===== src/rtl/nx_stream_arbiter.sv =====
// Merges the four inbound mesh links of an nx_node through per-direction FIFOs into one tagged stream.
// Build option NX_ARB_ROUND_ROBIN_EN selects round-robin; the default build uses fixed priority N > E > S > W.
module nx_stream_arbiter #(
  parameter int STREAM_WIDTH = 32,
  parameter int FIFO_DEPTH   = 2
) (
  input  logic                    clk_i,
  input  logic                    rst_i,
  input  logic [STREAM_WIDTH-1:0] ib_north_data_i,
  input  logic                    ib_north_valid_i,
  output logic                    ib_north_ready_o,
  input  logic [STREAM_WIDTH-1:0] ib_east_data_i,
  input  logic                    ib_east_valid_i,
  output logic                    ib_east_ready_o,
  input  logic [STREAM_WIDTH-1:0] ib_south_data_i,
  input  logic                    ib_south_valid_i,
  output logic                    ib_south_ready_o,
  input  logic [STREAM_WIDTH-1:0] ib_west_data_i,
  input  logic                    ib_west_valid_i,
  output logic                    ib_west_ready_o,
  output logic [STREAM_WIDTH-1:0] arb_data_o,
  output logic [1:0]              arb_dir_o,
  output logic                    arb_valid_o,
  input  logic                    arb_ready_i,
  output logic                    idle_o
);

  localparam int PTR_W = $clog2(FIFO_DEPTH);
  localparam int CNT_W = PTR_W + 1;
  localparam logic [CNT_W-1:0] DEPTH_CNT = CNT_W'(FIFO_DEPTH);

  logic [STREAM_WIDTH-1:0] in_data [4];
  logic [3:0]              in_valid;
  logic [3:0]              ready;
  logic [3:0]              push;
  logic [3:0]              pop;
  logic [3:0]              nonempty;
  logic [STREAM_WIDTH-1:0] mem [4][FIFO_DEPTH];
  logic [PTR_W-1:0]        wr_ptr [4];
  logic [PTR_W-1:0]        rd_ptr [4];
  logic [CNT_W-1:0]        count [4];
  logic [CNT_W-1:0]        count_next [4];
  logic                    advance;
  logic                    grant_any;
  logic [1:0]              grant_dir;

  assign in_data[0] = ib_north_data_i;
  assign in_data[1] = ib_east_data_i;
  assign in_data[2] = ib_south_data_i;
  assign in_data[3] = ib_west_data_i;
  assign in_valid   = {ib_west_valid_i, ib_south_valid_i, ib_east_valid_i, ib_north_valid_i};

  assign ib_north_ready_o = ready[0];
  assign ib_east_ready_o  = ready[1];
  assign ib_south_ready_o = ready[2];
  assign ib_west_ready_o  = ready[3];

  // The slot may take a new word when it is empty or being drained this cycle.
  assign advance = !arb_valid_o || arb_ready_i;
  assign idle_o  = !(|nonempty) && !arb_valid_o;

  always_comb begin
    for (int d = 0; d < 4; d++) begin
      nonempty[d] = (count[d] != '0);
    end
  end

`ifdef NX_ARB_ROUND_ROBIN_EN
  logic [1:0] last_grant;
  logic [1:0] cand;

  always_comb begin
    grant_any = 1'b0;
    grant_dir = 2'd0;
    cand      = 2'd0;
    // Search wraps from the direction after the last grant; i == 4 revisits last_grant itself.
    for (int i = 1; i <= 4; i++) begin
      cand = last_grant + 2'(i);
      if (!grant_any && nonempty[cand]) begin
        grant_any = 1'b1;
        grant_dir = cand;
      end
    end
  end
`else
  always_comb begin
    grant_any = 1'b0;
    grant_dir = 2'd0;
    for (int i = 3; i >= 0; i--) begin
      if (nonempty[i]) begin
        grant_any = 1'b1;
        grant_dir = 2'(i);
      end
    end
  end
`endif

  always_comb begin
    for (int d = 0; d < 4; d++) begin
      push[d]       = in_valid[d] && ready[d];
      pop[d]        = advance && grant_any && (grant_dir == 2'(d));
      count_next[d] = count[d] + CNT_W'(push[d]) - CNT_W'(pop[d]);
    end
  end

  always_ff @(posedge clk_i) begin
    for (int d = 0; d < 4; d++) begin
      if (push[d]) begin
        mem[d][wr_ptr[d]] <= in_data[d];
      end
    end
  end

  always_ff @(posedge clk_i or negedge rst_i) begin
    if (!rst_i) begin
      for (int d = 0; d < 4; d++) begin
        count[d]  <= '0;
        wr_ptr[d] <= '0;
        rd_ptr[d] <= '0;
      end
      ready       <= 4'b0000;
      arb_valid_o <= 1'b0;
      arb_data_o  <= '0;
      arb_dir_o   <= 2'd0;
`ifdef NX_ARB_ROUND_ROBIN_EN
      last_grant  <= 2'd3;
`endif
    end else begin
      // Ready reflects the occupancy after this edge, so a popped full FIFO reopens one cycle later.
      for (int d = 0; d < 4; d++) begin
        count[d] <= count_next[d];
        ready[d] <= (count_next[d] < DEPTH_CNT);
        if (push[d]) begin
          wr_ptr[d] <= wr_ptr[d] + PTR_W'(1);
        end
        if (pop[d]) begin
          rd_ptr[d] <= rd_ptr[d] + PTR_W'(1);
        end
      end
      if (advance) begin
        arb_valid_o <= grant_any;
        if (grant_any) begin
          arb_data_o <= mem[grant_dir][rd_ptr[grant_dir]];
          arb_dir_o  <= grant_dir;
        end
      end
`ifdef NX_ARB_ROUND_ROBIN_EN
      if (advance && grant_any) begin
        last_grant <= grant_dir;
      end
`endif
    end
  end

  // A link must never present a word while its ready is low: that word would be silently lost.
  for (genvar d = 0; d < 4; d++) begin : g_drop_chk
    a_no_drop: assert property (@(posedge clk_i) disable iff (!rst_i) !(in_valid[d] && !ready[d]));
  end

endmodule

===== config.mk =====
export PLATFORM = sky130hd
export DESIGN_NAME = nx_stream_arbiter
export DESIGN_NICKNAME = d
export VERILOG_FILES = /design/src/rtl/nx_stream_arbiter.sv
export SDC_FILE = /design/constraint.sdc
export NUM_CORES = 1
export LEC_CHECK = 0
export ABC_AREA = 1
export BUFFER_PORTS_ARGS = -buffer_cell sky130_fd_sc_hd__buf_4
export CAP_MARGIN = 15
export CORE_MARGIN = 2
export CORE_UTILIZATION = 40
export DETAILED_ROUTE_END_ITERATION = 10
export SLEW_MARGIN = 20
export SYNTH_ARGS = -nofsm -noshare
export SYNTH_HDL_FRONTEND = slang
export SYNTH_SLANG_ARGS = --single-unit

===== constraint.sdc =====
create_clock -name clk_i -period 5.2 [get_ports clk_i]
set_input_delay 0.26 -clock clk_i [delete_from_list [all_inputs] [get_ports clk_i]]
set_output_delay 0.26 -clock clk_i [all_outputs]
set_load 0.03 [all_outputs]

==> impl_metrics.json <==
{
  "status": "completed",
  "drv_cap": 0,
  "n_antenna_cell": 0,
  "worst_setup_path_start_kind": "flop",
  "grt-ovfl-total": 0,
  "final-setup-viol-count": 0,
  "dr.first_iter.drc_count": 644,
  "fin_nets": 1521,
  "dp_hpwl_um": 19030,
  "fin_crit_ns": 3.967,
  "cts_tree": "yes",
  "synth_nets": 1235,
  "antenna_found_initial": 0,
  "die_h_um": 181.8,
  "fin_cells": 1806,
  "worstMarginPinSlew_ns": 1.057,
  "crit_type": "flop to flop",
  "maxSlewHeadroom_pct": 29.55,
  "synth_mux_area_share_pct": 0,
  "synth-seq-area-share_pct": 71.69,
  "portBuffers": 174,
  "holdWs_ns": 0.1465,
  "design_area_um2": 16690,
  "rrSetupSlack_ns": 1.23,
  "vias": 9059,
  "synth-seq-cells": 311,
  "grt_pass1_vias": 9023,
  "start_util_pct": 40.38,
  "fin_setup_tns_ns": 0,
  "arrival_ns": 4.35,
  "r2r_end": "arb_data_o[27]",
  "power_mw": 9.344,
  "synthSimpleGateAreaFrac_pct": 22.59,
  "cts_resized": 0,
  "die-width_um": 181.8,
  "crit_required_ns": 5.58,
  "fp.dieArea_um2": 33040,
  "cts_sinks": 311,
  "rows": 65,
  "syn_area_um2": 12640,
  "coreArea_um2": 31310,
  "gp_congestion": 0.7624,
  "whs_path_depth": 4,
  "cp_max_fo": 67,
  "clock.fmax_mhz": 252.1,
  "cts_made_buffers": 35,
  "post-route-util_pct": 53.30,
  "powerDensity_nw_per_um2": 559.9,
  "pin_count": 175,
  "ys.warnings.count": 0,
  "placed_area_um2": 14270,
  "layout_commonest_cell": "nand2_1",
  "synth-adder-area-share_pct": 0.7918,
  "yosysUniqueCellTypes": 20,
  "period_share_pct": 76.29,
  "clock_latency_ns": 0.50,
  "wl_um": 32830,
  "final_cell_mix": "339 x nand2_1, 294 x nand3_1, 256 x edfxtp_1",
  "grt_max_degree": 99,
  "dp.cells": 1612,
  "wl_per_cell_um": 18.18,
  "max-vdd-ir-drop_v": 0.0003067,
  "cts.htree.levels": 2,
  "cts_buffer_depth": 3,
  "synthXorXnorAreaFrac_pct": 1.108,
  "drt_first_pass_iters": 5,
  "fin_ws_ns": 1.233,
  "clkSlewWorstSetupHoldPaths_ns": 0.06,
  "grt.total_usage_pct": 19.95,
  "synth_compound_area_share_pct": 0.03959,
  "p_leak_nw": 6.884,
  "pre_cts_ws_ns": 1.220,
  "synth_top_family_by_area": "simple AND/OR/NAND/NOR gates",
  "slew_viol_final": 0,
  "syn_inst": 1092,
  "area_delta_synth_final_pct": 32.01,
  "grt_pass1_wl_um": 50490,
  "via_per_inst": 5.016,
  "fin_worst_skew_ns": 0.01583,
  "hp-class": "input pin to flop",
  "crit_path_end": "arb_data_o[27]",
  "reg2reg_depth": 12,
  "critPathLaunch": "count[7]",
  "antenna_left": 0,
  "rsz0062_at_grt": "false",
  "root_buffer": "clkbuf_16",
  "hold_viol_final": 0,
  "worstReg2RegStart": "count[7]",
  "syn_avg_cell_area_um2": 11.58,
  "critPathCaptureType": "flop",
  "route.detailed.drc": 0,
  "drive_gt1_share_pct": 18.30
}
==> per-layer routing <==
layer  vias up  global-route usage (%)  part of all wire, %
li1       4354                       -                    -
met1      4342                   26.90                   43
met2       300                   33.10                   48
met3        63                   2.848                  5.6
met4         0                   7.317                  3.1
met5         -                       0                    0
==> sequential cells by signal (all words and copies together), names as in the netlist <==
| name | count |
|---|---|
| ready | 4 |
| rd_ptr | 4 |
| arb_valid_o | 1 |
| mem | 256 |
| arb_dir_o | 2 |
| arb_data_o | 32 |
| wr_ptr | 4 |
| count | 8 |
==> timing repair <==
item,in CTS,in global routing
hold buffers,129,0
endpoints found under the hold margin,311,0
setup buffers,0,0
==> critical path, cell delays in order, from the launching register on <==
cell     delay [ns]
dfrtp_1        0.41
nor2_4         0.11
buf_4          0.36
nand2_1        0.15
inv_2          0.13
nand2_4        0.39
inv_2          0.72
buf_4          0.45
nand2_1        0.12
nand2_2        0.61
nand2_1        0.11
nand3_1        0.11
nand2_1        0.07
==> cell usage after synthesis (all sizes together) <==
cell	n	area, µm²
xnor2	8	70.07
nor3	1	10.01
nand3	294	1471
nor2	15	68.81
buf	58	316.6
xor2	8	70.07
o21ai	1	5.000
clkbuf	10	37.54
edfxtp	256	7687
inv	33	123.9
dfrtp	55	1376
ha	8	100.1
nand2	345	1305
==> logic make-up after synthesis <==
kind of cell / count (synthesis)
compound gates: 1
buf+inv: 101
simple gates: 655
fa+ha+maj: 8
xor+xnor: 16
flops: 311
==> layout make-up <==
class                   instances  area (µm²)
well taps                     402       503.0
repair buffers                317        2743
clock inverters                 9       45.04
fillers                      2650       14620
clock buffers                  54        1030
flip-flops and latches        311        9064
inverters                      33       123.9
multi-input cells             680        3181
==> report_power, final <==
| group | total (mW) | switching, mW | internal, mW | leakage [nW] |
|---|---|---|---|---|
| Sequential | 3.61 | 0.243 | 3.36 | 3.00 |
| Clock | 2.30 | 0.934 | 1.36 | 0.527 |
| Combinational | 3.44 | 2.36 | 1.08 | 3.35 |
| Total | 9.34 | 3.54 | 5.81 | 6.88 |
==> worst min path at each step <==
stage                           start  slack, ns              to
after floorplan                 rst_i      -0.04   arb_data_o[0]
after global placement          rst_i       0.40  arb_data_o[21]
after detailed placement        rst_i       0.42  arb_data_o[20]
after CTS                 arb_ready_i       0.14     arb_valid_o
after global routing      arb_ready_i       0.14     arb_valid_o
final                     arb_ready_i       0.15     arb_valid_o
(Power assumes the default switching activity.)
